**config.mk**
```make
export PLATFORM = sky130hd
export DESIGN_NAME = multi_cycle_sequencer
export DESIGN_NICKNAME = d
export VERILOG_FILES = /design/src/rtl/multi_cycle_sequencer.sv
export SDC_FILE = /design/constraint.sdc
export NUM_CORES = 1
export LEC_CHECK = 0
export CAP_MARGIN = 20
export CORE_MARGIN = 5
export CORE_UTILIZATION = 46
export DETAILED_ROUTE_END_ITERATION = 8
export PLACE_DENSITY = 0.79
export RECOVER_POWER = 25
export SYNTH_ARGS = -nofsm -noshare
export SYNTH_HDL_FRONTEND = slang
export SYNTH_SLANG_ARGS = --single-unit
```
**constraint.sdc**
```tcl
create_clock -name clk -period 5.1 [get_ports clk]
set_input_delay 1.53 -clock clk [delete_from_list [all_inputs] [get_ports clk]]
set_output_delay 1.53 -clock clk [all_outputs]
set_load 0.005 [all_outputs]
```
**src/rtl/multi_cycle_sequencer.sv**
```systemverilog
// -----------------------------------------------------------------------------
// multi_cycle_sequencer
//   Multi-cycle instruction sequencer.
//   It fetches an instruction word, decodes its 6-bit opcode (ir[31:26]),
//   walks through the EXEC/MEM/WB phases that the opcode needs, and then
//   retires it by updating pc and instret.
//   An illegal opcode parks the FSM in TRAP until reset.
//
// Ports
//   clk            sole clock, rising edge
//   rst            asynchronous active-high reset
//   run            level enable for leaving IDLE / continuing after retirement
//   instr_rdata    instruction word, captured in FETCH when instr_valid=1
//   instr_valid    instruction memory ready
//   data_ready     data memory finished the current access (sampled in MEM)
//   branch_taken   condition result for the latched BRANCH/CALL
//   branch_target  destination used when the latched branch is taken
//   pc             program counter
//   ir             instruction register
//   instr_req      high in FETCH
//   data_req       high in MEM
//   data_we        high in MEM for STORE
//   regfile_we     high in WB
//   pc_we          one-cycle pulse in the cycle after a retirement edge
//   busy           high in every state except IDLE and TRAP
//   trap           high while parked in TRAP
//   instret        retired-instruction counter (wraps)
//   state          IDLE=0 FETCH=1 DECODE=2 EXEC=3 MEM=4 WB=5 TRAP=7
// -----------------------------------------------------------------------------
module multi_cycle_sequencer #(
    parameter int                  PC_WIDTH = 32,
    parameter logic [PC_WIDTH-1:0] PC_RESET = {PC_WIDTH{1'b0}}
) (
    input  logic                clk,
    input  logic                rst,
    input  logic                run,
    input  logic [31:0]         instr_rdata,
    input  logic                instr_valid,
    input  logic                data_ready,
    input  logic                branch_taken,
    input  logic [PC_WIDTH-1:0] branch_target,
    output logic [PC_WIDTH-1:0] pc,
    output logic [31:0]         ir,
    output logic                instr_req,
    output logic                data_req,
    output logic                data_we,
    output logic                regfile_we,
    output logic                pc_we,
    output logic                busy,
    output logic                trap,
    output logic [31:0]         instret,
    output logic [2:0]          state
);

    typedef enum logic [2:0] {
        S_IDLE   = 3'd0,
        S_FETCH  = 3'd1,
        S_DECODE = 3'd2,
        S_EXEC   = 3'd3,
        S_MEM    = 3'd4,
        S_WB     = 3'd5,
        S_TRAP   = 3'd7
    } state_t;

    // Opcode classification helpers
    function automatic logic is_alu_op(input logic [5:0] op);
        return (op == 6'd32) || (op == 6'd0) || (op == 6'd1);
    endfunction

    function automatic logic is_load_op(input logic [5:0] op);
        return (op == 6'd2);
    endfunction

    function automatic logic is_store_op(input logic [5:0] op);
        return (op == 6'd3);
    endfunction

    // BRANCH spans 4..15; CALL (14) is a branch that also writes back
    function automatic logic is_branch_op(input logic [5:0] op);
        return (op >= 6'd4) && (op <= 6'd15);
    endfunction

    function automatic logic is_call_op(input logic [5:0] op);
        return (op == 6'd14);
    endfunction

    state_t                state_r;
    state_t                next_state_s;
    logic [PC_WIDTH-1:0]   pc_r;
    logic [31:0]           ir_r;
    logic [31:0]           instret_r;
    logic                  take_q_r;
    logic                  pc_we_r;
    logic                  take_next_s;
    logic                  retire_s;
    logic                  ir_load_s;
    logic [5:0]            opcode_s;
    state_t                retire_dest_s;

    assign opcode_s      = ir_r[31:26];
    assign retire_dest_s = run ? S_FETCH : S_IDLE;

    // Next-state and retirement decision
    always_comb begin
        next_state_s = state_r;
        take_next_s  = take_q_r;
        retire_s     = 1'b0;
        ir_load_s    = 1'b0;
        case (state_r)
            S_IDLE: begin
                if (run) begin
                    next_state_s = S_FETCH;
                end else begin
                    next_state_s = S_IDLE;
                end
            end
            S_FETCH: begin
                if (instr_valid) begin
                    ir_load_s    = 1'b1;
                    next_state_s = S_DECODE;
                end else begin
                    next_state_s = S_FETCH;
                end
            end
            S_DECODE: begin
                if (is_alu_op(opcode_s) || is_load_op(opcode_s) ||
                    is_store_op(opcode_s) || is_branch_op(opcode_s)) begin
                    next_state_s = S_EXEC;
                end else begin
                    next_state_s = S_TRAP;
                end
            end
            S_EXEC: begin
                // take_q only ever holds a branch condition; cleared otherwise
                take_next_s = is_branch_op(opcode_s) ? branch_taken : 1'b0;
                if (is_alu_op(opcode_s) || is_call_op(opcode_s)) begin
                    next_state_s = S_WB;
                end else if (is_load_op(opcode_s) || is_store_op(opcode_s)) begin
                    next_state_s = S_MEM;
                end else begin
                    retire_s     = 1'b1;
                    next_state_s = retire_dest_s;
                end
            end
            S_MEM: begin
                if (!data_ready) begin
                    next_state_s = S_MEM;
                end else if (is_load_op(opcode_s)) begin
                    next_state_s = S_WB;
                end else begin
                    retire_s     = 1'b1;
                    next_state_s = retire_dest_s;
                end
            end
            S_WB: begin
                retire_s     = 1'b1;
                next_state_s = retire_dest_s;
            end
            S_TRAP: begin
                next_state_s = S_TRAP;
            end
            default: begin
                next_state_s = S_IDLE;
            end
        endcase
    end

    // State, architectural registers and the retirement pulse
    always_ff @(posedge clk or posedge rst) begin
        if (rst) begin
            state_r   <= S_IDLE;
            pc_r      <= PC_RESET;
            ir_r      <= 32'd0;
            instret_r <= 32'd0;
            take_q_r  <= 1'b0;
            pc_we_r   <= 1'b0;
        end else begin
            state_r  <= next_state_s;
            take_q_r <= take_next_s;
            pc_we_r  <= retire_s;
            if (ir_load_s) begin
                ir_r <= instr_rdata;
            end
            if (retire_s) begin
                // In EXEC take_next_s is the live condition; elsewhere it is take_q
                pc_r      <= take_next_s ? branch_target : (pc_r + PC_WIDTH'(4));
                instret_r <= instret_r + 32'd1;
            end
        end
    end

    // Strobes are decoded from registered state (and the latched ir) only
    assign instr_req  = (state_r == S_FETCH);
    assign data_req   = (state_r == S_MEM);
    assign data_we    = (state_r == S_MEM) && is_store_op(opcode_s);
    assign regfile_we = (state_r == S_WB);
    assign busy       = (state_r != S_IDLE) && (state_r != S_TRAP);
    assign trap       = (state_r == S_TRAP);
    assign pc_we      = pc_we_r;
    assign pc         = pc_r;
    assign ir         = ir_r;
    assign instret    = instret_r;
    assign state      = state_r;

endmodule

```
# After elaboration in Yosys (flattened, before gate mapping)
# Cells that the tools add are included.
# Widths: inputs -> output; s select.
classes:
  add_sub_neg: 2
  n_mul: 0
  n_div: 0
  magnitude_cmp: 2
  n_eq_ne: 12
  shift: 0
  n_mux: 18
  bitwise: 0
  reduce_logical: 14
ops:
  columns: ["cell", "count"]
  rows:
  - ["$add 32x1->32 const B", 1]
  - ["$add 32x3->32 const B", 1]
  - ["$mux 32", 1]
  - ["$pmux 3 s6", 1]
  - ["$mux 3", 5]
  - ["$eq 6x2->1 const B", 2]
  - ["$eq 3x3->1 const B", 3]
  - ["$mux 1", 9]
  - ["$logic_or 1x1->1", 7]
  - ["$eq 3x2->1 const B", 2]
  - ["$eq 6x1->1 const B", 1]
  - ["$eq 6x4->1 const B", 1]
  - ["$eq 6x6->1 const B", 1]
  - ["$ge 6x3->1 const B", 1]
  - ["$le 6x4->1 const B", 1]
  - ["$logic_not 6->1", 1]
  - ["$eq 3x1->1 const B", 1]
  - ["$logic_and 1x1->1", 3]
  - ["$logic_not 3->1", 1]
  - ["$ne 3x3->1 const B", 1]
  - ["$pmux 1 s3", 1]
  - ["$reduce_bool 3->1", 1]
  - ["$mux 2", 1]
  - ["$reduce_or 2->1", 1]
word_totals:
  reg_bits: 101
  latchBits: 0
  mem_bits_rw: 0
  romBits: 0
  inputBits: 70
  output_inout_bits: 106
  mem_count: 0

# Longest topological paths before layout
logic_depth:
  depth_word: 8
  ltp_mapped: 9

# Least setup slack after synthesis
# Ideal clock, no wire load.
synth_path:
  path_type: "register -> output"
  start: "register ir_r[30], in the netlist ir[30]"
  end: "output port data_we"
  arrival_time_ns: 1.298
  path_slack_ns: 2.272
  stages_incl_launch_ff: 4
  n_path_buf: 0
  path_cell_list: "dfrtp_1 or3b_4 or3_1 nor2_1"
synth_between:
  elab_chain_len: 2
synth_rtl:
  columns: ["item", "line", "rtl"]
  rows:
  - ["start, declared", "90", "logic [31:0] ir_r;"]
  - ["start signal, assigned", "182", "ir_r <= instr_rdata;"]
  - ["$eq 6x2->1", "75", "return (op == 6'd3);"]
  - ["$logic_and 1x1->1", "195", "assign data_we = (state_r == S_MEM) && is_store_op(opcode_s);"]
  - ["end, declared", "46", "output logic data_we,"]
# Every way passes these cells.

# Worst setup path after layout
layout_path:
  start: "register ir_r[31], in the netlist ir[31]"
  end: "output port data_we"
# The elaborated chain is that of the path after synthesis.

==> results.tsv <==
metric	value	unit
crit_path_start_kind	flop	
drt_iter0_markers	337	
routedWlPerCell	17.8	µm
chipWidth	116	µm
diodes	0	
drc	0	
status	complete, but fails checks	
tightestPinTransition	1.86	ns
drt-vias-per-instance	5.76	
synth.top_cell.area_share	49.1	%
seqPwrFrac	37.4	%
cts_root_buffer	clkbuf_8	
ys_types	61	
clock_latency	0.36	ns
hold_violations	0	
synth-compound-area-share	15.9	%
setup-violations-final	0	
synth.largest_area_cell	dfrtp_1	
cellPowerDensity	541	nW/µm²
grt_pass1_wl	23400	µm
slew_violations	77	
rsz0062_at_grt	false	
gp_congestion	0.834	
hp-start	instret[18]$_DFFE_PP0P_	
cts_tree	built	
finalPower	3.86	mW
crit_required	3.57	ns
pwr-share-comb	50.2	%
reg2regPathDepth	8	
clk_path_buf_depth	2	
fmax	0.265	GHz
wl	14200	µm
ir_worst_vdd	289	µV
grt_max_degree	79	
ys_warn_count	0	
die-area	13400	µm²
worst-endpoint-arrival	2.24	ns
end_kind	output port	
nNetsFinal	723	
drive_above_1_share	12.5	%
ctsResizeCount	0	
hold_path_end	instret[18]$_DFFE_PP0P_	
cts_sinks	101	
synth-xor-area-share	5.28	%
dp_hpwl	10300	µm
slew_headroom	-23.9	%
grt_pass1_vias	4604	
synth_top_family_by_area	simple AND/OR/NAND/NOR gates	
synth_area	5140	µm²
syn_area_per_cell	10.5	µm²
multi_input_area	2430	µm²
grt-ovfl-total	0	
cp_num_cells	4	
ys_seq_elements	101	
htree_num_levels	3	
cts_setup_buffers	0	
regArea	2530	µm²
period_needed	3.77	ns
placeableCoreArea	10900	µm²
max_stage_delay	0.51	ns
finClkSkew	0.0141	ns
timing.rr.start	state[0]$_DFF_PP0_	
violations	max-capacitance violations, max-slew violations	
antenna_found_initial	0	
num-fill-cells	878	
holdCritPathClass	flop to flop	
switching_share	39.4	%
start_util	47.2	%
die_height	116	µm
synth_edf_count	0	
synth_mux_area_share	7.64	%
port_buffers	175	
dr_total_vias	4583	
p_int	2.34	mW
yosys-top-cells-area	dfrtp_1, mux2_2, xnor2_1	
synth_seq_area_share	49.1	%
grt_usage	21.4	%
path_delay_family	simple AND/OR/NAND/NOR gates	
cp_max_fo	7	
ant_nets	0	
rrSetupSlack	2.19	ns
syn_nets	561	
path_cells	or3b_4, or3_1, nor2_1, clkdlybuf4s50_1	
synth_cells	489	
synth_flop_cell	dfrtp_1	
async_reset_ff_share	100	%
slowest_stage	clkdlybuf4s50_1	
drt_pass1_iterations	5	
crit_buf_inv	1	
cap_violations	1	
worstReg2RegEnd	instret[31]$_DFFE_PP0P_	
area_growth	38.8	%
clockPowerShare	12.4	%
ios	176	
p_sw	1.52	mW
whs_path_depth	1	
numCtsBuffers	9	
synth_adder_area_share	0.486	%
timing.final.crit_share	74.0	%
rows	38	
fin_setup_tns	0	ns
setup.worst_path.class	flop to output port	
synthSimpleGateAreaFrac	18.0	%
hold_buffers	0	
clk_pin_slew	0.09	ns
p_leak	2.81	nW
-- cells in the final DEF, fill, tap and decap left out, types with 11 or more instances in the layout --
cell	instances
nand2_1	36
o22ai_1	15
xnor2_1	30
mux2_2	34
and3_1	11
a21oi_1	37
clkdlybuf4s50_1	174
dfrtp_1	101
nand4_1	26
o21ai_0	18
nor2_1	25
nand3_1	35
-- how the worst max path moves through the flow --
stage                                   from                endpoint  slack [ns]
final                     ir[31]$_DFFE_PP0P_                 data_we        1.33
after global routing                     rst      pc[21]$_DFFE_PP0P_        0.99
after CTS                 ir[31]$_DFFE_PP0P_                 data_we        1.30
after detailed placement        branch_taken      pc[31]$_DFFE_PP0P_        1.02
after global placement          branch_taken      pc[31]$_DFFE_PP0P_        1.08
after floorplan                          rst  instret[0]$_DFFE_PP0P_        0.92
-- synth_stat cells (15+ instances only) --
cell type	number
dfrtp_1	101
a21oi_1	37
nand2_1	36
nand3_1	35
mux2_2	34
xnor2_1	30
nand4_1	26
nor2_1	25
o21ai_0	18
o22ai_1	15
-- kinds of logic (layout without fill, tap and decap cells) --
| group | after synthesis | after routing |
|---|---|---|
| simple gates | 171 | 171 |
| compound gates | 113 | 113 |
| flops | 101 | 101 |
| buf+inv | 36 | 203 |
| mux | 35 | 35 |
| xor+xnor | 31 | 31 |
| fa+ha+maj | 2 | 2 |
-- sequential cells by signal, summed over array words and instances (netlist names) --
name,count
state,3
pc,32
ir,32
instret,32
take_q_r,1
pc_we,1
-- power by group through the flow --
| stage | registers (mW) | clock network (mW) | logic, mW |
|---|---|---|---|
| 4_1_cts | 1.44 | 0.498 | 1.96 |
| 3_3_place_gp | 1.44 | 0 | 1.89 |
| 6_report | 1.45 | 0.478 | 1.94 |
| 3_5_place_dp | 1.46 | 0 | 1.95 |
| 2_1_floorplan | 1.37 | 0 | 1.14 |
| 5_1_grt | 1.51 | 0.527 | 2.12 |
-- metrics by stage --
| step | hold slack [ns] | cell area, µm² | setup WS [ns] | std cells | util [%] |
|---|---|---|---|---|---|
| global placement | 0.477 | 6950 | 1.08 | 779 | 63.9 |
| detailed placement | 0.486 | 6950 | 1.02 | 779 | 63.9 |
| CTS | 0.503 | 7140 | 1.30 | 795 | 65.6 |
| finish | 0.497 | 7140 | 1.33 | 796 | 65.6 |
| global route | 0.521 | 7140 | 0.995 | 796 | 65.6 |
| floorplan | 0.468 | 5140 | 0.923 | 489 | - |
-- layout make-up --
cell class / count / share of cell area [%]
Sequential cell: 101 / 35.4
Multi-Input combinational cell: 352 / 34.1
Timing Repair Buffer: 182 / 25.2
Tap cell: 140 / 2.45
Clock buffer: 10 / 1.93
Clock inverter: 6 / 0.648
Inverter: 5 / 0.280
-- layer usage --
| metal | vias to the layer above | part of all wire, % | global-route usage, % | wire [µm] |
|---|---|---|---|---|
| li1 | 2142 | - | - | - |
| met1 | 2239 | 43 | 29.6 | 6040 |
| met2 | 183 | 49 | 34.8 | 6930 |
| met3 | 19 | 7.3 | 4.13 | 1030 |
| met4 | 0 | 1.3 | 5.80 | 191 |
| met5 | - | 0 | 0 | 0 |
No activity file was read; power rests on OpenSTA's default activity.
